<file path="config.mk">
export PLATFORM = sky130hd
export DESIGN_NAME = frame_stream_arbiter
export DESIGN_NICKNAME = d
export VERILOG_FILES = /design/src/rtl/frame_stream_arbiter.sv
export SDC_FILE = /design/constraint.sdc
export NUM_CORES = 1
export LEC_CHECK = 0
export CAP_MARGIN = 20
export CORE_MARGIN = 10
export CORE_UTILIZATION = 43
export CTS_BUF_LIST = sky130_fd_sc_hd__clkbuf_4
export DETAILED_ROUTE_END_ITERATION = 8
export HOLD_SLACK_MARGIN = 0.05
export PLACE_DENSITY = 0.8
export SLEW_MARGIN = 20
export SYNTH_ARGS = -nofsm -noshare
export SYNTH_HDL_FRONTEND = slang
export SYNTH_SLANG_ARGS = --single-unit
</file>
<file path="constraint.sdc">
create_clock -name clk -period 2.29 [get_ports clk]
set_input_delay 0.5725 -clock clk [delete_from_list [all_inputs] [get_ports clk]]
set_output_delay 0.5725 -clock clk [all_outputs]
set_load 0.01 [all_outputs]
</file>
<file path="src/rtl/frame_stream_arbiter.sv">
// Frame-granular round-robin arbiter that shares one downstream pixel stream between two
// valid/ready sources. Ownership is held for one whole frame at a time.
module frame_stream_arbiter #(
   parameter int IMG_WIDTH  = 4,
   parameter int IMG_HEIGHT = 4,
   parameter int FCNT_W     = 8
) (
   input  logic              clk,
   input  logic              rst,
   input  logic [7:0]        s0_pixel_in,
   input  logic              s0_valid_in,
   output logic              s0_ready_out,
   input  logic [7:0]        s1_pixel_in,
   input  logic              s1_valid_in,
   output logic              s1_ready_out,
   output logic [7:0]        pixel_out,
   output logic              pixel_valid_out,
   input  logic              pixel_ready_in,
   output logic              owner_out,
   output logic              busy_out,
   output logic              frame_start_out,
   output logic              frame_end_out,
   output logic [FCNT_W-1:0] frame_count_out
);

   localparam int FRAME_PIXELS = IMG_WIDTH * IMG_HEIGHT;
   localparam int CNT_W        = $clog2(FRAME_PIXELS) + 1;
   localparam logic [CNT_W-1:0] LAST_BEAT = CNT_W'(FRAME_PIXELS - 1);

   typedef enum logic [1:0] {
      IDLE   = 2'd0,
      GRANT0 = 2'd1,
      GRANT1 = 2'd2
   } state_t;

   state_t            state;
   state_t            state_nxt;
   logic [CNT_W-1:0]  beat_cnt;
   logic              last_owner;
   logic [FCNT_W-1:0] frame_cnt;
   logic              hs;
   logic              last_beat;

   assign last_beat       = (beat_cnt == LAST_BEAT);
   assign frame_count_out = frame_cnt;

   always_comb begin
      state_nxt       = state;
      s0_ready_out    = 1'b0;
      s1_ready_out    = 1'b0;
      pixel_out       = '0;
      pixel_valid_out = 1'b0;
      busy_out        = 1'b0;
      owner_out       = last_owner;
      hs              = 1'b0;
      unique case (state)
         IDLE: begin
            // On a tie the source that did not own the previous frame wins.
            if (s0_valid_in && s1_valid_in) begin
               state_nxt = last_owner ? GRANT0 : GRANT1;
            end else if (s0_valid_in) begin
               state_nxt = GRANT0;
            end else if (s1_valid_in) begin
               state_nxt = GRANT1;
            end
         end
         GRANT0: begin
            pixel_out       = s0_pixel_in;
            pixel_valid_out = s0_valid_in;
            s0_ready_out    = pixel_ready_in;
            busy_out        = 1'b1;
            owner_out       = 1'b0;
            hs              = s0_valid_in && pixel_ready_in;
            if (hs && last_beat) begin
               state_nxt = IDLE;
            end
         end
         GRANT1: begin
            pixel_out       = s1_pixel_in;
            pixel_valid_out = s1_valid_in;
            s1_ready_out    = pixel_ready_in;
            busy_out        = 1'b1;
            owner_out       = 1'b1;
            hs              = s1_valid_in && pixel_ready_in;
            if (hs && last_beat) begin
               state_nxt = IDLE;
            end
         end
         default: begin
            state_nxt = IDLE;
         end
      endcase
   end

   assign frame_start_out = hs && (beat_cnt == '0);
   assign frame_end_out   = hs && last_beat;

   always_ff @(posedge clk or negedge rst) begin
      if (!rst) begin
         state      <= IDLE;
         beat_cnt   <= '0;
         last_owner <= 1'b1;
         frame_cnt  <= '0;
      end else begin
         state <= state_nxt;
         if (hs) begin
            if (last_beat) begin
               beat_cnt   <= '0;
               last_owner <= (state == GRANT1);
               frame_cnt  <= frame_cnt + 1'b1;
            end else begin
               beat_cnt <= beat_cnt + 1'b1;
            end
         end
      end
   end

endmodule

</file>
==> impl_metrics.ini, run 1 <==
[synthesis]
syn_area_mm2 = 0.00100
synth_nets = 128
synth-adder-area-share_pct = 7.48
synth-seq-cells = 16
synth-compound-area-share_pct = 11.7
synthXorXnorAreaFrac_pct = 6.98
synth-main-ff-cell = dfrtp_1
synth.area.top_cells = dfrtp_1 (37%), ha_1 (7.5%), a22oi_1 (6.0%)
synth_top_family_by_area = simple AND/OR/NAND/NOR gates
synth_edf_count = 0
synth_area_leader_cell = dfrtp_1
synth_mux_area_share_pct = 5.36
synthArstFlopShare_pct = 100
synthSimpleGateAreaFrac_pct = 25.8
synth_cells = 101
ys_warn_count = 0
synth.top_cell.area_share_pct = 37.4
ys_seq_area_share_pct = 40.0
syn_avg_cell_area_um2 = 9.94
synthDistinctLibCells = 29

[clock_network]
cts_tree = yes
clk-insertion-delay-late_ns = 0.30
cts_root_buf = clkbuf_4
htreeDepth = 1
clockBufferDepth = 2
cts.hold.buffers_added = 0
clk_pin_slew_worst_paths_ns = 0.10
cts_sinks = 16
cts_buffers = 3

[power_and_ir_drop]
pwr_density_cell_mw_per_mm2 = 820
p_sw_mw = 0.511
internal-power_mw = 0.788
seqPwrFrac_pct = 29.7
pwr-share-clk_pct = 13.6
p_sw_share_pct = 39.4
power_frac_comb_pct = 56.7
leakagePower_nw = 0.770
vdd_drop_max_uv = 530

[cells_and_area]
post-route-util_pct = 71.6
regArea_um2 = 402
area.growth.synth_to_final_pct = 57.9
stdcell_count = 187
num-fill-cells = 181
multi_input_area_um2 = 601
insertedDiodeCount = 0
final_design_area_no_fill_mm2 = 0.00158
drive_gt1_share_pct = 26.4
num-nets-final = 187

[sta]
fin_setup_tns_ns = 0
fin_skew_ns = 0.00370
tightest_slew_ns = 0.731
setup_viol = 0
drv_slew = 0
rsz0062_at_grt = false
hold_viol_final = 0
clock.fmax_mhz = 450
period_share_pct = 96.9
slew_headroom_pct = 51.1
fin_crit_ns = 2.22

[placement]
place_hpwl_um = 2260
place_area_mm2 = 0.00156
io_buffers = 43
gp_congestion = 0.854
placed_cells = 182

[route]
ant_nets = 0
vias_per_cell = 5.11
drc = 0
routedWlPerCell_um = 15.1
vias = 956
drt-initial-drc-count = 21
dr.pass1.iters = 4
wl_um = 2820

[global_routing]
grt_pass1_vias = 1042
grt.total_usage_pct = 13.3
grt_overflow = 0
grt_pass1_wl_um = 4740
grt_max_degree = 17
antenna_found_initial = 0

[job]
cap_violations = 0

[worst_setup_path]
startpoint_type = flop
path_class = reg2out
r2r-start = state[0]
crit_path_start = state[0]
worst_ep_arrival_time_ns = 1.65
endpoint_kind = primary output
critPathMaxFanout = 10
crit_required_ns = 1.72

[floorplanning]
dieArea_mm2 = 0.00467
fp.dieW_um = 68.3
io_pins = 44
placementRows = 17
coreArea_mm2 = 0.00221
initial_core_util_pct = 45.4
dieHeight_um = 68.3

[status]
status = complete, no violations

[min_path]
min_path_type = reg2reg
hold_start = frame_count_out[7]
## worst max-delay path: stages, from the launching register on
cell             delay (ns)
dfrtp_1                0.41
buf_4                  0.14
ha_2                   0.20
buf_6                  0.14
a22oi_1                0.15
nor2b_1                0.07
clkdlybuf4s15_1        0.24
## sequential cells by signal, summed over array words and instances, names as in the netlist
name             flops
frame_count_out      8
beat_cnt             5
state                2
last_owner           1
## cell families after synthesis
kind of cell,after synthesis
simple gates,42
compound gates,17
buf+inv,7
fa+ha+maj,6
xor+xnor,8
flops,16
mux,5
## Yosys cell counts, types with 2 or more instances
library cell,instances
dfrtp_1,15
nand2_1,11
nor2b_1,9
a22oi_1,8
ha_1,6
nand3_1,6
xnor2_1,6
o21ai_0,5
inv_1,4
nor2_1,4
and2_1,3
clkbuf_1,3
mux2_2,2
mux2i_1,2
nand4_1,2
xor2_1,2
## path summary, 6_finish.rpt
path                                       to  slack, ns  depth (start not counted)
max                              pixel_out[6]       0.07                          6
min                        frame_count_out[7]       0.48                          1
max reg2reg                frame_count_out[5]       0.51                          8
min reg2reg                frame_count_out[7]       0.48                          1
max in group asynchronous         beat_cnt[1]       1.13                          1
min in group asynchronous            state[1]       0.70                          1
## cell usage in the layout, fill, tap and decap left out, types with 3 or more instances in the layout
| master | instances |
|---|---|
| a22oi_1 | 8 |
| and2_1 | 3 |
| buf_2 | 4 |
| buf_4 | 10 |
| buf_6 | 4 |
| clkbuf_2 | 6 |
| clkbuf_4 | 4 |
| clkdlybuf4s50_1 | 26 |
| dfrtp_1 | 15 |
| dlygate4sd2_1 | 3 |
| ha_1 | 3 |
| nand2_1 | 11 |
| nand3_1 | 6 |
| nor2_1 | 4 |
| nor2b_1 | 9 |
| o21ai_0 | 5 |
| xnor2_1 | 6 |
## repair_timing
item                                    in CTS  in global routing
pin swaps                                    0                  1
buffers inserted                             1                  0
resized for setup                           37                 17
endpoints found under the setup margin      15                 11
## power by group through the flow
stage               Sequential (mW)  Clock, mW  Combinational (mW)
global placement              0.382          0               0.710
detailed placement            0.384          0               0.725
floorplan                     0.374          0               0.390
finish                        0.386      0.177               0.736
CTS                           0.384      0.176               0.754
global route                  0.392      0.189               0.817
## layout make-up
cell class,instances,share of cell area (%)
Multi-Input combinational cell,78,37.9
Timing Repair Buffer,57,31.7
Tap cell,28,2.21
Inverter,4,0.948
Sequential cell,16,25.4
Clock buffer,4,1.90
## per-layer routing
layer	vias up	share of wire, %	wire (um)	track usage (%)
met5	-	0	0	0
met4	0	1.7	47	6.03
met3	5	15	431	8.81
met2	47	41	1160	20.0
met1	437	42	1170	14.2
li1	467	-	-	-
## per-stage QoR
stage	setup WS [ns]	power (mW)	hold WS, ns
floorplan	0.169	0.764	0.277
global placement	-0.500	1.09	0.462
detailed placement	-0.506	1.11	0.471
CTS	0.00654	1.31	0.484
global route	0.00734	1.40	0.504
finish	0.0702	1.30	0.484
(Power assumes the default switching activity.)
==> run 2: changes to the inputs <==
--- a/config.mk
+++ b/config.mk
@@ -7,11 +7,11 @@
 export LEC_CHECK = 0
 export CAP_MARGIN = 20
 export CORE_MARGIN = 10
-export CORE_UTILIZATION = 43
-export CTS_BUF_LIST = sky130_fd_sc_hd__clkbuf_4
+export CORE_UTILIZATION = 41
 export DETAILED_ROUTE_END_ITERATION = 8
 export HOLD_SLACK_MARGIN = 0.05
-export PLACE_DENSITY = 0.8
+export MAX_ROUTING_LAYER = met4
+export PLACE_DENSITY = 0.76
 export SLEW_MARGIN = 20
 export SYNTH_ARGS = -nofsm -noshare
 export SYNTH_HDL_FRONTEND = slang
==> run 2 against run 1 <==
  * Routed wire length grew 11%
  * Register-to-register slack lost 0.02 ns
  * Die area grew 3.4%
  * Cell area grew 1.3%
  * Sequential cell count is the same
  * Sequential power grew 1%
  * Utilization shrank 1.1 points
  * Non-clock buffer count grew 2
  * Hold slack lost 0.0071 ns
  * Critical path type is now in2out
  * Critical endpoint is now frame_start_out
  * Largest power group unchanged
==> impl_metrics.ini, run 2 (synthesis gave the netlist of run 1 again) <==
[status]
status = complete, no violations

[clock_network]
cts_buffers = 3
htreeDepth = 1
clk-insertion-delay-late_ns = 0.29
clockBufferDepth = 2
clk_pin_slew_worst_paths_ns = 0.10
cts_tree = yes
cts_sinks = 16
cts_root_buf = clkbuf_4
cts.hold.buffers_added = 0

[floorplanning]
coreArea_mm2 = 0.00228
fp.dieW_um = 69.5
initial_core_util_pct = 44.1
io_pins = 44
dieArea_mm2 = 0.00483
dieHeight_um = 69.5
placementRows = 17

[sta]
rsz0062_at_grt = true
drv_slew = 0
tightest_slew_ns = 0.728
clock.fmax_mhz = 443
hold_viol_final = 0
fin_crit_ns = 2.26
fin_skew_ns = 0.00320
setup_viol = 0
period_share_pct = 98.5
slew_headroom_pct = 51.3
fin_ws_ns = 0.0343

[cells_and_area]
drive_gt1_share_pct = 30.4
largest_reg_flops = 8
num-fill-cells = 191
final_cell_mix = clkdlybuf4s50_1 (26), dfrtp_1 (15), buf_4 (12)
stdcell_count = 189
num-nets-final = 189
area.growth.synth_to_final_pct = 59.9
layout_commonest_cell = clkdlybuf4s50_1
insertedDiodeCount = 0

[job]
cap_violations = 0

[route]
vias = 972
routedWlPerCell_um = 16.6
dr.pass1.iters = 4
wl_um = 3130
vias_per_cell = 5.14
ant_nets = 0
drc = 0
drt-initial-drc-count = 52

[power_and_ir_drop]
pwr_density_cell_mw_per_mm2 = 853
vdd_drop_max_uv = 735
leakagePower_nw = 0.767

[placement]
placed_cells = 182
dp_slack_ns = -0.509
place_hpwl_um = 2440
io_buffers = 43
gp_congestion = 0.826

[worst_setup_path]
path_class = in2out
crit_family = buffers and inverters
slowest_stage = clkdlybuf4s50_1
crit_required_ns = 1.72
cp_slowest_stage_delay_ns = 0.50
critPathMaxFanout = 2
worst_ep_arrival_time_ns = 1.68
r2r_slack_ns = 0.49
startpoint_type = input pin
endpoint_kind = primary output
crit_buf_inv = 2
crit_chain = clkdlybuf4s50_1 -> nand2_2 -> or2_4 -> nor3_2 -> buf_2

[global_routing]
grt_pass1_vias = 1101
antenna_found_initial = 0
grt_pass1_wl_um = 5220
grt_overflow = 0
grt.total_usage_pct = 13.3
grt_max_degree = 17

[min_path]
min_path_type = reg2reg
[run 2: changes by cell type in the layout (fill, tap and decap cells not counted), moves of 2 or more]
cell | before | now
a22oi_1 | 8 | 6
a22oi_2 | 1 | 3
buf_2 | 4 | 6
buf_4 | 10 | 12
clkdlybuf4s15_1 | 2 | 0
dlygate4sd2_1 | 3 | 5
dlymetal6s2s_1 | 2 | 0
[run 2: metal layers]
metal	vias to the layer above	part of all wire (%)	GRT usage [%]
met3	5	9.3	5.85
met4	0	1.6	5.99
met1	451	42	13.7
met5	-	0	-
met2	43	48	21.3
li1	473	-	-
[run 2: what timing repair did]
item / CTS / global route
gates resized for setup: 46 / 14
pin swaps: 1 / 1
cloned: 0 / 1
endpoints found under the setup margin: 15 / 11
setup buffers: 1 / 1
[run 2: worst paths after layout]
path | start | to | cells past startpoint
worst max-delay path | pixel_ready_in | frame_start_out | 5
worst min-delay path | frame_count_out[7] | frame_count_out[7] | 1
worst max register to register | state[0] | frame_count_out[5] | 8
worst min register to register | frame_count_out[7] | frame_count_out[7] | 1
max in group asynchronous | rst | state[1] | 1
min in group asynchronous | rst | frame_count_out[3] | 1
[run 2: area by class of cell]
type / count / area, um^2 / area share (%)
Clock buffer: 4 / 36.3 / 2.26
Multi-Input combinational cell: 78 / 623 / 38.8
Timing Repair Buffer: 59 / 493 / 30.7
Sequential cell: 16 / 402 / 25.0
Inverter: 4 / 15.0 / 0.936
Tap cell: 28 / 35.0 / 2.18
[run 2: where the power goes]
group	switching (mW)	internal, mW
Sequential	0.0624	0.328
Combinational	0.384	0.403
Clock	0.0936	0.0970
[run 2: stage by stage]
stage | util (%) | hold slack (ns) | area, um^2 | setup TNS [ns] | power (mW)
global route | 70.5 | 0.500 | 1600 | -0.0496 | 1.49
finish | 70.5 | 0.476 | 1600 | 0 | 1.37
detailed placement | 68.3 | 0.474 | 1560 | -1.95 | 1.12
global placement | 68.3 | 0.461 | 1560 | -1.72 | 1.09
floorplan | - | 0.277 | 1000 | 0 | 0.764
CTS | 71.6 | 0.488 | 1630 | -0.0374 | 1.35
==> run 3: changes to the inputs <==
--- a/config.mk
+++ b/config.mk
@@ -5,13 +5,14 @@
 export SDC_FILE = /design/constraint.sdc
 export NUM_CORES = 1
 export LEC_CHECK = 0
+export ABC_CLOCK_PERIOD_IN_PS = 2700
 export CAP_MARGIN = 20
 export CORE_MARGIN = 10
-export CORE_UTILIZATION = 41
+export CORE_UTILIZATION = 44
 export DETAILED_ROUTE_END_ITERATION = 8
 export HOLD_SLACK_MARGIN = 0.05
 export MAX_ROUTING_LAYER = met4
-export PLACE_DENSITY = 0.76
+export PLACE_DENSITY = 0.81
 export SLEW_MARGIN = 20
 export SYNTH_ARGS = -nofsm -noshare
 export SYNTH_HDL_FRONTEND = slang
==> constraint.sdc (replaced) <==
create_clock -name clk -period 2.7 [get_ports clk]
set_input_delay 0.675 -clock clk [delete_from_list [all_inputs] [get_ports clk]]
set_output_delay 0.675 -clock clk [all_outputs]
set_load 0.01 [all_outputs]
==> run 3 against run 2 <==
  * Sequential share of layout area is 0.36 points higher
  * Total power is 22% lower
  * Cell area is 1.4% lower
  * Die area is 4.9% lower
  * Count of clock-buffer cells in the layout stayed put
  * Via count is 2.1% lower
  * Critical path depth stayed put
  * Global-route usage is 0.59 points lower
  * Sequential power is 17% lower
  * Combinational power is 25% lower
==> impl_metrics.ini, run 3 (synthesis gave the netlist of run 1 again) <==
[status]
status = complete, no violations

[global_routing]
grt_max_degree = 17
grt_pass1_wl_um = 4410
grt_overflow = 0
antenna_found_initial = 0
grt_pass1_vias = 1055
grt.total_usage_pct = 12.7

[cells_and_area]
stdcell_count = 183
regArea_um2 = 402
num-nets-final = 183
final_design_area_no_fill_mm2 = 0.00158
num-fill-cells = 154
area.growth.synth_to_final_pct = 57.6
post-route-util_pct = 72.2
drive_gt1_share_pct = 14.8
layout_commonest_cell = clkdlybuf4s50_1
largest_reg_flops = 8
insertedDiodeCount = 0
final_cell_mix = clkdlybuf4s50_1 (32), dfrtp_1 (15), nand2_1 (11)
multi_input_area_um2 = 576

[worst_setup_path]
ff2ff_path_depth = 7
crit_buf_inv = 2
endpoint = frame_start_out
timing.rr.end = frame_count_out[1]
critPathMaxFanout = 2
path_class = in2out
r2r_slack_ns = 0.94
crit_chain = clkdlybuf4s50_1 -> a22oi_2 -> or2_2 -> nor3_1 -> buf_2
crit_family = buffers and inverters
crit_required_ns = 2.03
endpoint_kind = primary output
slowest_stage = clkdlybuf4s50_1
r2r-start = state[1]
cp_slowest_stage_delay_ns = 0.52
startpoint_type = input pin
crit_cells = 5
crit_path_start = s0_valid_in
worst_ep_arrival_time_ns = 1.95

[clock_network]
cts.hold.buffers_added = 0
cts_sinks = 16
cts_tree = yes
clockBufferDepth = 2
clk_pin_slew_worst_paths_ns = 0.10
cts_buffers = 3
clk-insertion-delay-late_ns = 0.29
htreeDepth = 1
cts_root_buf = clkbuf_4

[min_path]
min_path_type = reg2reg

[placement]
gp_congestion = 0.740
place_hpwl_um = 2180
place_area_mm2 = 0.00153
io_buffers = 43
placed_cells = 179
dp_slack_ns = -0.326

[sta]
clock.fmax_mhz = 381
whs_ns = 0.475
slew_headroom_pct = 52.1
fin_crit_ns = 2.62
fin_ws_ns = 0.0780
period_share_pct = 97.1
hold_viol_final = 0
fin_setup_tns_ns = 0
setup_viol = 0
tightest_slew_ns = 0.716
rsz0062_at_grt = false
fin_skew_ns = 0.00477
drv_slew = 0

[floorplanning]
dieHeight_um = 67.8
initial_core_util_pct = 45.8
coreArea_mm2 = 0.00219
fp.dieW_um = 67.8
dieArea_mm2 = 0.00459
io_pins = 44
placementRows = 17

[route]
drc = 0
dr.pass1.iters = 4
drt-initial-drc-count = 35
ant_nets = 0
wl_um = 2660
vias = 952
routedWlPerCell_um = 14.6
vias_per_cell = 5.20

[job]
cap_violations = 0

[power_and_ir_drop]
pwr_density_cell_mw_per_mm2 = 678
leakagePower_nw = 0.840
vdd_drop_max_uv = 518
power_mw = 1.07
==> run 3: worst min path at each step <==
| stage | startpoint | to | slack [ns] | cells past startpoint |
|---|---|---|---|---|
| after floorplan | rst | beat_cnt[0] | 0.38 | 0 |
| after global routing | frame_count_out[6] | frame_count_out[6] | 0.53 | 1 |
| after CTS | frame_count_out[7] | frame_count_out[7] | 0.48 | 1 |
| after detailed placement | frame_count_out[7] | frame_count_out[7] | 0.47 | 1 |
| final | frame_count_out[7] | frame_count_out[7] | 0.47 | 1 |
| after global placement | frame_count_out[7] | frame_count_out[7] | 0.46 | 1 |
==> run 3: power by group <==
part	switching [mW]	internal, mW	total [mW]
Sequential	0.0446	0.278	0.323
Combinational	0.282	0.307	0.589
Clock	0.0782	0.0822	0.160
Total	0.405	0.667	1.07
==> run 3: what timing repair did <==
action                     CTS  global route
setup buffers                0             0
setup endpoints to repair    4             8
resized for setup            7             8
==> run 3: per-layer routing <==
metal | vias to the layer above | part of all wire [%] | global-route usage [%]
met1 | 448 | 43 | 13.3
met5 | - | 0 | -
li1 | 457 | - | -
met2 | 42 | 44 | 20.4
met3 | 5 | 12 | 5.29
met4 | 0 | 1.6 | 5.38
==> run 3: area by class of cell <==
cell class | instances | share of cell area [%]
Clock buffer | 4 | 2.29
Inverter | 4 | 0.949
Multi-Input combinational cell | 78 | 36.4
Sequential cell | 16 | 25.4
Tap cell | 28 | 2.22
Timing Repair Buffer | 53 | 32.8
